==> src/rtl/servant_wb_arbiter_n_pkg.sv <==
// servant_wb_arbiter_n_pkg: shared arbiter state encodings and arbitration mode constants
package servant_wb_arbiter_n_pkg;
   typedef enum logic {IDLE = 1'b0, GRANT = 1'b1} state_e;
   localparam int ARB_FIXED = 0;
   localparam int ARB_RR    = 1;
endpackage

==> src/rtl/servant_wb_arbiter_n_picker.sv <==
// servant_rr_picker: combinational one-hot winner, fixed priority or round-robin from ptr+1
module servant_rr_picker #(
   parameter int N  = 3,
   parameter int PW = 2
) (
   input  logic [N-1:0]  i_req,
   input  logic [PW-1:0] i_ptr,
   input  logic          i_rr,
   output logic [N-1:0]  o_win
);
   logic [PW-1:0]  start;
   logic [2*N-1:0] rot2;
   logic [2*N-1:0] win2;
   logic [N-1:0]   rot;
   logic [N-1:0]   low;
   always_comb begin
      start = (!i_rr || i_ptr == PW'(N - 1)) ? '0 : i_ptr + 1'b1;
      // rotate so the search origin sits at bit 0, isolate lowest set bit, rotate back
      rot2  = {i_req, i_req} >> start;
      rot   = rot2[N-1:0];
      low   = rot & (~rot + 1'b1);
      win2  = {low, low} << start;
      o_win = win2[2*N-1:N];
   end
endmodule

==> src/rtl/servant_wb_arbiter_n.sv <==
// servant_wb_arbiter_n: N-master Wishbone arbiter with registered grant and optional
// watchdog that errors out stalled transactions.
module servant_wb_arbiter_n
   import servant_wb_arbiter_n_pkg::*;
#(
   parameter int NUM_MASTERS    = 3,
   parameter int AW             = 32,
   parameter int DW             = 32,
   parameter int RR_MODE        = 0,
   parameter int TIMEOUT_CYCLES = 0
) (
   input  logic                        i_clk,
   input  logic                        i_rst_n,
   input  logic [NUM_MASTERS*AW-1:0]   i_wb_m_adr,
   input  logic [NUM_MASTERS*DW-1:0]   i_wb_m_dat,
   input  logic [NUM_MASTERS*DW/8-1:0] i_wb_m_sel,
   input  logic [NUM_MASTERS-1:0]      i_wb_m_we,
   input  logic [NUM_MASTERS-1:0]      i_wb_m_cyc,
   output logic [DW-1:0]               o_wb_m_rdt,
   output logic [NUM_MASTERS-1:0]      o_wb_m_ack,
   output logic [NUM_MASTERS-1:0]      o_wb_m_err,
   output logic [AW-1:0]               o_wb_s_adr,
   output logic [DW-1:0]               o_wb_s_dat,
   output logic [DW/8-1:0]             o_wb_s_sel,
   output logic                        o_wb_s_we,
   output logic                        o_wb_s_cyc,
   input  logic [DW-1:0]               i_wb_s_rdt,
   input  logic                        i_wb_s_ack,
   output logic [NUM_MASTERS-1:0]      o_grant
);
   localparam int PW = $clog2(NUM_MASTERS);
   localparam int SW = DW / 8;
   localparam int CW = TIMEOUT_CYCLES > 0 ? $clog2(TIMEOUT_CYCLES + 1) : 1;

   state_e                 state_q, state_d;
   logic [NUM_MASTERS-1:0] grant_q, grant_d, win;
   logic [PW-1:0]          idx_q, idx_d, ptr_q, ptr_d, win_idx;
   logic [CW-1:0]          cnt_q, cnt_d;
   logic                   busy, timeout, done;

   servant_rr_picker #(.N(NUM_MASTERS), .PW(PW)) u_picker (
      .i_req (i_wb_m_cyc),
      .i_ptr (ptr_q),
      .i_rr  (RR_MODE == ARB_RR),
      .o_win (win)
   );

   always_comb begin
      win_idx = '0;
      for (int i = 0; i < NUM_MASTERS; i++)
         if (win[i]) win_idx = PW'(i);
      busy    = state_q == GRANT;
      // ack in the final watchdog cycle takes precedence over the error
      timeout = busy && TIMEOUT_CYCLES > 0 && cnt_q == CW'(TIMEOUT_CYCLES - 1) && !i_wb_s_ack;
      done    = i_wb_s_ack || timeout;
      state_d = state_q;
      grant_d = grant_q;
      idx_d   = idx_q;
      ptr_d   = ptr_q;
      cnt_d   = '0;
      if (!busy) begin
         if (|i_wb_m_cyc) begin
            state_d = GRANT;
            grant_d = win;
            idx_d   = win_idx;
         end
      end else if (done || !i_wb_m_cyc[idx_q]) begin
         state_d = IDLE;
         grant_d = '0;
         ptr_d   = (done && RR_MODE == ARB_RR) ? idx_q : ptr_q;
      end else begin
         cnt_d = TIMEOUT_CYCLES > 0 ? cnt_q + 1'b1 : '0;
      end
      o_wb_m_rdt = i_wb_s_rdt;
      o_wb_s_adr = busy ? i_wb_m_adr[idx_q*AW +: AW] : '0;
      o_wb_s_dat = busy ? i_wb_m_dat[idx_q*DW +: DW] : '0;
      o_wb_s_sel = busy ? i_wb_m_sel[idx_q*SW +: SW] : '0;
      o_wb_s_we  = busy && i_wb_m_we[idx_q];
      o_wb_s_cyc = busy && i_wb_m_cyc[idx_q] && !timeout;
      o_wb_m_ack = (busy && i_wb_s_ack) ? NUM_MASTERS'(1) << idx_q : '0;
      o_wb_m_err = timeout ? NUM_MASTERS'(1) << idx_q : '0;
      o_grant    = grant_q;
   end

   always_ff @(posedge i_clk or negedge i_rst_n) begin
      if (!i_rst_n) begin
         state_q <= IDLE;
         grant_q <= '0;
         idx_q   <= '0;
         ptr_q   <= PW'(NUM_MASTERS - 1);
         cnt_q   <= '0;
      end else begin
         state_q <= state_d;
         grant_q <= grant_d;
         idx_q   <= idx_d;
         ptr_q   <= ptr_d;
         cnt_q   <= cnt_d;
      end
   end
endmodule

==> config.mk <==
export PLATFORM = sky130hd
export DESIGN_NAME = servant_wb_arbiter_n
export DESIGN_NICKNAME = d
export VERILOG_FILES = /design/src/rtl/servant_wb_arbiter_n_pkg.sv /design/src/rtl/servant_wb_arbiter_n_picker.sv /design/src/rtl/servant_wb_arbiter_n.sv
export SDC_FILE = /design/constraint.sdc
export NUM_CORES = 1
export LEC_CHECK = 0
export ABC_AREA = 0
export CORE_AREA = 2 2 137 139
export DETAILED_ROUTE_END_ITERATION = 10
export DIE_AREA = 0 0 139 141
export HOLD_SLACK_MARGIN = 0.12
export PLACE_DENSITY = 0.51
export SYNTH_ARGS = -nofsm -noshare
export SYNTH_HDL_FRONTEND = slang
export SYNTH_SLANG_ARGS = --single-unit
==> constraint.sdc <==
create_clock -name i_clk -period 4.21 [get_ports i_clk]
set_input_delay 1.0525 -clock i_clk [delete_from_list [all_inputs] [get_ports i_clk]]
set_output_delay 1.0525 -clock i_clk [all_outputs]
set_load 0.02 [all_outputs]
==> results of run 1 <==
sequential cells by signal, indices dropped and copies added (netlist names):
register  cells
idx_q         2
o_grant       3
busy          1
power by group through the flow:
stage | Combinational, W | Sequential (W) | Clock, W
finish | 0.00252 | 0.000182 | 0.000151
global route | 0.00270 | 0.000193 | 0.000159
global placement | 0.00252 | 0.000180 | 0
CTS | 0.00256 | 0.000182 | 0.000153
floorplan | 0.00156 | 0.0000989 | 0
detailed placement | 0.00254 | 0.000182 | 0
worst max-delay path, delay by kind of cell:
family / cells / cell delay (ns)
AO/OA/AOI/OAI: 1 / 0.23
buffers and inverters: 2 / 1.16
multiplexers: 1 / 0.08
AND/OR/NAND/NOR: 1 / 0.27
Yosys cell counts, types with 2 or more instances:
cell type / instances
inv_1: 3
o2bb2ai_1: 3
buf_4: 36
nor4_1: 2
or2_1: 56
dfrtp_1: 6
or2_0: 13
mux2i_1: 70
buf_2: 5
nand2_1: 70
clkbuf_1: 17
a21oi_1: 73
nor2_1: 3
buf_1: 3
buf_6: 7
kinds of logic after synthesis:
family	after synthesis	share of synthesized area
AND/OR/NAND/NOR	152	0.307
multiplexers	70	0.278
buffers and inverters	71	0.183
other	1	0.00149
flip-flops	6	0.0596
AO/OA/AOI/OAI	81	0.172
metal layers:
metal  share of wire  global-route usage  up-vias
li1                -                   -     1709
met1            0.39               0.136     1554
met2            0.50               0.223      183
met3           0.072              0.0173       40
met4           0.036              0.0441        0
met5               0                   0        -
per-stage QoR:
| stage | area, um^2 | cells |
|---|---|---|
| 6_report | 5420 | 848 |
| 5_1_grt | 5420 | 848 |
| 4_1_cts | 5420 | 848 |
| 3_5_place_dp | 5340 | 845 |
| 3_3_place_gp | 5340 | 845 |
| 2_1_floorplan | 2530 | 383 |
final cells by class:
| cell class | count | share of cell area |
|---|---|---|
| clock buffers | 3 | 0.0139 |
| inverters | 3 | 0.00208 |
| multi-input cells | 306 | 0.356 |
| flip-flops and latches | 6 | 0.0287 |
| well taps | 234 | 0.0541 |
| repair buffers | 296 | 0.546 |
worst paths after layout:
path / endpoint / slack [ns]
max: o_wb_s_we / 0.35
min: o_grant[0] / 0.53
max reg2reg: o_grant[1] / 2.27
min reg2reg: o_grant[0] / 0.53
max in group asynchronous: idx_q[0] / 2.89
min in group asynchronous: o_grant[2] / 1.08
cells in the final DEF (no fill, tap or decap):
cell type and count:
nor4_1 2, and3_1 1, or2_1 56, conb_1 3
and2_1 1, a21oi_1 73, nor4b_1 1, a221o_1 1
o21ai_0 1, dfrtp_4 1, buf_12 1, nor3_1 1
mux2i_1 70, clkbuf_16 3, nand3b_1 1, dfrtp_1 4
o32ai_1 1, nand2_1 70, a22oi_1 1, or2_0 13
o2bb2ai_1 3, nor2_1 3, clkdlybuf4s50_1 288, or3b_1 1
dfrtp_2 1, nor2b_4 1, o21ba_2 1, buf_4 7
inv_2 1, or2_2 1, inv_1 2
==> results.py, run 1 <==
metrics = {
    "timing": {
        "fin_crit_ns": 3.86,
        "fin_skew_ns": 0.00156,
        "relSlewSlack": 0.473,
        "drv_slew": 0,
        "finalSetupViolations": 0,
        "whs_ns": 0.535,
        "fmax_ghz": 0.259,
        "rsz0062_at_grt": "false",
        "tightest_slew_ns": 0.791,
        "finalWorstSetupSlack_ns": 0.354,
        "final_hold_viol_count": 0,
        "timing.setup.tns_ns": 0,
        "fin_crit_sh": 0.916,
    },
    "worst_setup_path": {
        "regToRegStartpoint": "idx_q[0]",
        "end_kind": "primary output",
        "path_class": "input port to primary output",
        "critPathLaunchType": "input port",
        "cp_data_arrival_time_ns": 2.80,
        "ff2ff_path_depth": 4,
        "required_ns": 3.16,
        "crit_fanout": 1,
        "slowest_delay_ns": 0.64,
        "crit_chain": "clkdlybuf4s50_1, mux2i_1, or2_0, a21oi_1, clkdlybuf4s50_1",
        "cp_slowest_cell": "clkdlybuf4s50_1",
        "startpoint": "i_wb_m_we[1]",
        "cp_common_cell": "clkdlybuf4s50_1",
    },
    "place": {
        "gp_congestion": 0.860,
        "dpl.hpwl_um": 10100,
        "dp_worst_setup_slack_ns": 0.364,
        "io_buffers": 288,
    },
    "power": {
        "internal_power_w": 0.00144,
        "peakVddDrop_mv": 0.263,
        "p_total_w": 0.00285,
        "clkPwrFrac": 0.053,
        "p_leak_nw": 1.97,
        "p_comb_frac": 0.883,
        "powerDensity_nw_per_um2": 527,
        "seqPwrFrac": 0.064,
        "p_sw_w": 0.00142,
        "switching_share": 0.496,
    },
    "min_path": {
        "min_path_cells": 1,
        "worstHoldStart": "o_grant[0]",
        "min_path_type": "flip-flop to flip-flop",
    },
    "global_route": {
        "antenna_found_initial": 0,
        "grt_pass1_wl_um": 19100,
        "grt_overflow_total": 0,
        "grt_max_degree": 45,
        "grt_pass1_vias": 3592,
        "grt_usage": 0.119,
    },
    "layout": {
        "final_util": 0.296,
        "n_fill_cell": 1941,
        "area_growth_syn_to_layout_pct": 115,
        "drive_gt1_frac": 0.0277,
        "regArea_um2": 155,
        "fin_nets": 861,
        "multi_input_area_um2": 1930,
        "n_antenna_cell": 0,
    },
    "floorplan": {
        "die_x_um": 139,
        "io_pins": 356,
        "die_h_um": 141,
        "core_um2": 18300,
        "start_util": 0.138,
        "design.die.area_um2": 19600,
        "rows": 50,
    },
    "routing": {
        "vias_per_cell": 4.11,
        "vias": 3486,
        "antenna_left": 0,
        "drc": 0,
        "first_iter_violations": 82,
        "routed_wl_um": 12700,
        "drt_pass1_iterations": 4,
        "wl_per_cell_um": 14.9,
    },
    "logic_synthesis": {
        "yosysTopAreaCell": "mux2i_1",
        "synthArstFlopShare": 1.00,
        "synthTopCellsByArea": "mux2i_1 (28%), a21oi_1 (14%), or2_1 (14%)",
        "synth-edff-count": 0,
        "synth_top_area_frac": 0.278,
        "postSynthCellCount": 381,
        "ys.warnings.count": 0,
        "syn_avg_cell_area_um2": 6.62,
        "synthDistinctLibCells": 29,
        "synthFlopType": "dfrtp_1",
        "yosysSeqAreaShare": 0.0596,
        "ys_ff_latch": 6,
        "syn_area_um2": 2520,
    },
    "clock_tree": {
        "cts_sinks": 6,
        "cts.htree.levels": 1,
        "clk_pin_slew_worst_paths_ns": 0.03,
        "cts_root_buffer": "clkbuf_16",
        "clk_latency_ns": 0.22,
        "cts_buffers": 3,
        "tritoncts": "yes",
        "ctsLongestPathBuffers": 2,
        "post_cts_buffers": 0,
        "cts_resized": 0,
        "postCtsHoldBufs": 0,
    },
    "run_status": {
        "outcome": "finished, final reports clean",
    },
    "job": {
        "drv_cap": 0,
    },
}
Power figures use the tool's default switching activity.
==> run 2: changes to the inputs <==
Settings changed: PLACE_DENSITY 0.51 to unset.
==> run 2 against run 1 <==
Compared with the run above:
- clock power rose by 7%
- count of clock-buffer cells in the layout is 1 higher
- critical path depth did not move
- utilization up 0.16 points
- combinational power increased by 3%
- via count fell by 1.7%
- total power increased by 1.5%
- largest power group unchanged
- highest routed layer unchanged
==> results.py, run 2 (synthesis gave the netlist of run 1 again) <==
metrics = {
    "routing": {
        "wl_per_cell_um": 14.3,
        "drt_pass1_iterations": 4,
        "vias": 3428,
        "routed_wl_um": 12100,
        "vias_per_cell": 4.04,
        "drc": 0,
        "first_iter_violations": 62,
        "antenna_left": 0,
    },
    "timing": {
        "finalSetupViolations": 0,
        "whs_ns": 0.524,
        "rsz0062_at_grt": "false",
        "fin_crit_ns": 3.86,
        "relSlewSlack": 0.382,
        "tightest_slew_ns": 0.927,
        "drv_slew": 0,
        "fmax_ghz": 0.259,
        "fin_skew_ns": 0.00208,
        "final_hold_viol_count": 0,
        "timing.setup.tns_ns": 0,
        "fin_crit_sh": 0.917,
    },
    "run_status": {
        "outcome": "finished, final reports clean",
    },
    "clock_tree": {
        "cts_buffers": 3,
        "cts.htree.levels": 1,
        "clk_latency_ns": 0.23,
        "postCtsHoldBufs": 0,
        "cts_resized": 0,
        "ctsLongestPathBuffers": 2,
        "cts_root_buffer": "clkbuf_16",
        "tritoncts": "yes",
        "cts_sinks": 6,
        "clk_pin_slew_worst_paths_ns": 0.03,
        "post_cts_buffers": 0,
    },
    "place": {
        "dpl.hpwl_um": 9430,
        "io_buffers": 288,
        "gp_congestion": 0.763,
    },
    "global_route": {
        "grt_overflow_total": 0,
        "grt_usage": 0.115,
        "grt_max_degree": 76,
        "grt_pass1_vias": 3484,
        "grt_pass1_wl_um": 18500,
        "antenna_found_initial": 0,
    },
    "floorplan": {
        "rows": 50,
        "design.die.area_um2": 19600,
        "core_um2": 18300,
        "io_pins": 356,
        "die_h_um": 141,
        "die_x_um": 139,
        "start_util": 0.138,
    },
    "power": {
        "p_leak_nw": 1.98,
        "powerDensity_nw_per_um2": 532,
        "peakVddDrop_mv": 0.270,
    },
    "worst_setup_path": {
        "cp_data_arrival_time_ns": 2.81,
        "r2r_end": "o_grant[1]",
        "critPathLaunchType": "input port",
        "crit_fanout": 1,
        "required_ns": 3.16,
        "end_kind": "primary output",
        "rrSetupSlack_ns": 2.34,
        "regToRegStartpoint": "idx_q[1]",
        "ff2ff_path_depth": 4,
        "path_class": "input port to primary output",
    },
    "min_path": {
        "min_path_type": "flip-flop to flip-flop",
        "worstHoldStart": "o_grant[0]",
        "min_path_cells": 1,
        "min_to": "o_grant[0]",
    },
    "layout": {
        "final_common_cell": "clkdlybuf4s50_1",
        "largest_reg_flops": 3,
        "fin_nets": 861,
        "final_util": 0.298,
        "n_fill_cell": 1989,
        "layout_common_cells": "clkdlybuf4s50_1 (288), a21oi_1 (73), nand2_1 (70), mux2i_1 (70), or2_1 (56)",
        "n_antenna_cell": 0,
        "area_growth_syn_to_layout_pct": 116,
        "drive_gt1_frac": 0.0276,
    },
    "job": {
        "drv_cap": 0,
    },
}
[run 2: power breakdown]
| part | switching [W] | internal (W) |
|---|---|---|
| registers | 0.0000642 | 0.0000817 |
| logic | 0.00133 | 0.00126 |
| clock network | 0.0000363 | 0.000126 |
| total | 0.00143 | 0.00147 |
[run 2: how the worst max path moves through the flow]
stage / start / end / slack [ns]
CTS: i_wb_m_dat[29] / o_wb_s_dat[29] / 0.24
finish: i_wb_m_dat[29] / o_wb_s_dat[29] / 0.35
floorplan: i_wb_s_ack / o_wb_m_ack[1] / 1.28
global route: i_wb_m_dat[29] / o_wb_s_dat[29] / 0.23
global placement: i_wb_m_dat[61] / o_wb_s_dat[29] / 0.25
detailed placement: i_wb_m_dat[29] / o_wb_s_dat[29] / 0.24
[run 2: layout make-up]
cell class	count	area, um^2	area share
clock buffer	4	78.8	0.0145
inverter	3	11.3	0.00207
multi-input combinational	306	1930	0.354
sequential	6	155	0.0285
tap	234	293	0.0538
timing repair buffer	296	2980	0.547
[run 2: stage by stage]
stage               instance area (um^2)  setup WS, ns  power (W)  std cells
floorplan                           2530          1.28    0.00166        383
finish                              5440         0.349    0.00290        849
CTS                                 5440         0.239    0.00295        849
global placement                    5370         0.248    0.00277        845
detailed placement                  5370         0.243    0.00277        845
global route                        5440         0.228    0.00311        849
[run 2: critical path, stage by stage]
cell and delay (ns):
clkdlybuf4s50_1 0.46, mux2i_1 0.08, or2_1 0.23, a21oi_1 0.30
clkdlybuf4s50_1 0.68
[run 2: per-layer routing]
| metal | up-vias | part of all wire | global-route usage |
|---|---|---|---|
| met4 | 0 | 0.022 | 0.0314 |
| met5 | - | 0 | 0 |
| met2 | 173 | 0.51 | 0.220 |
| li1 | 1712 | - | - |
| met3 | 24 | 0.078 | 0.0228 |
| met1 | 1519 | 0.39 | 0.130 |
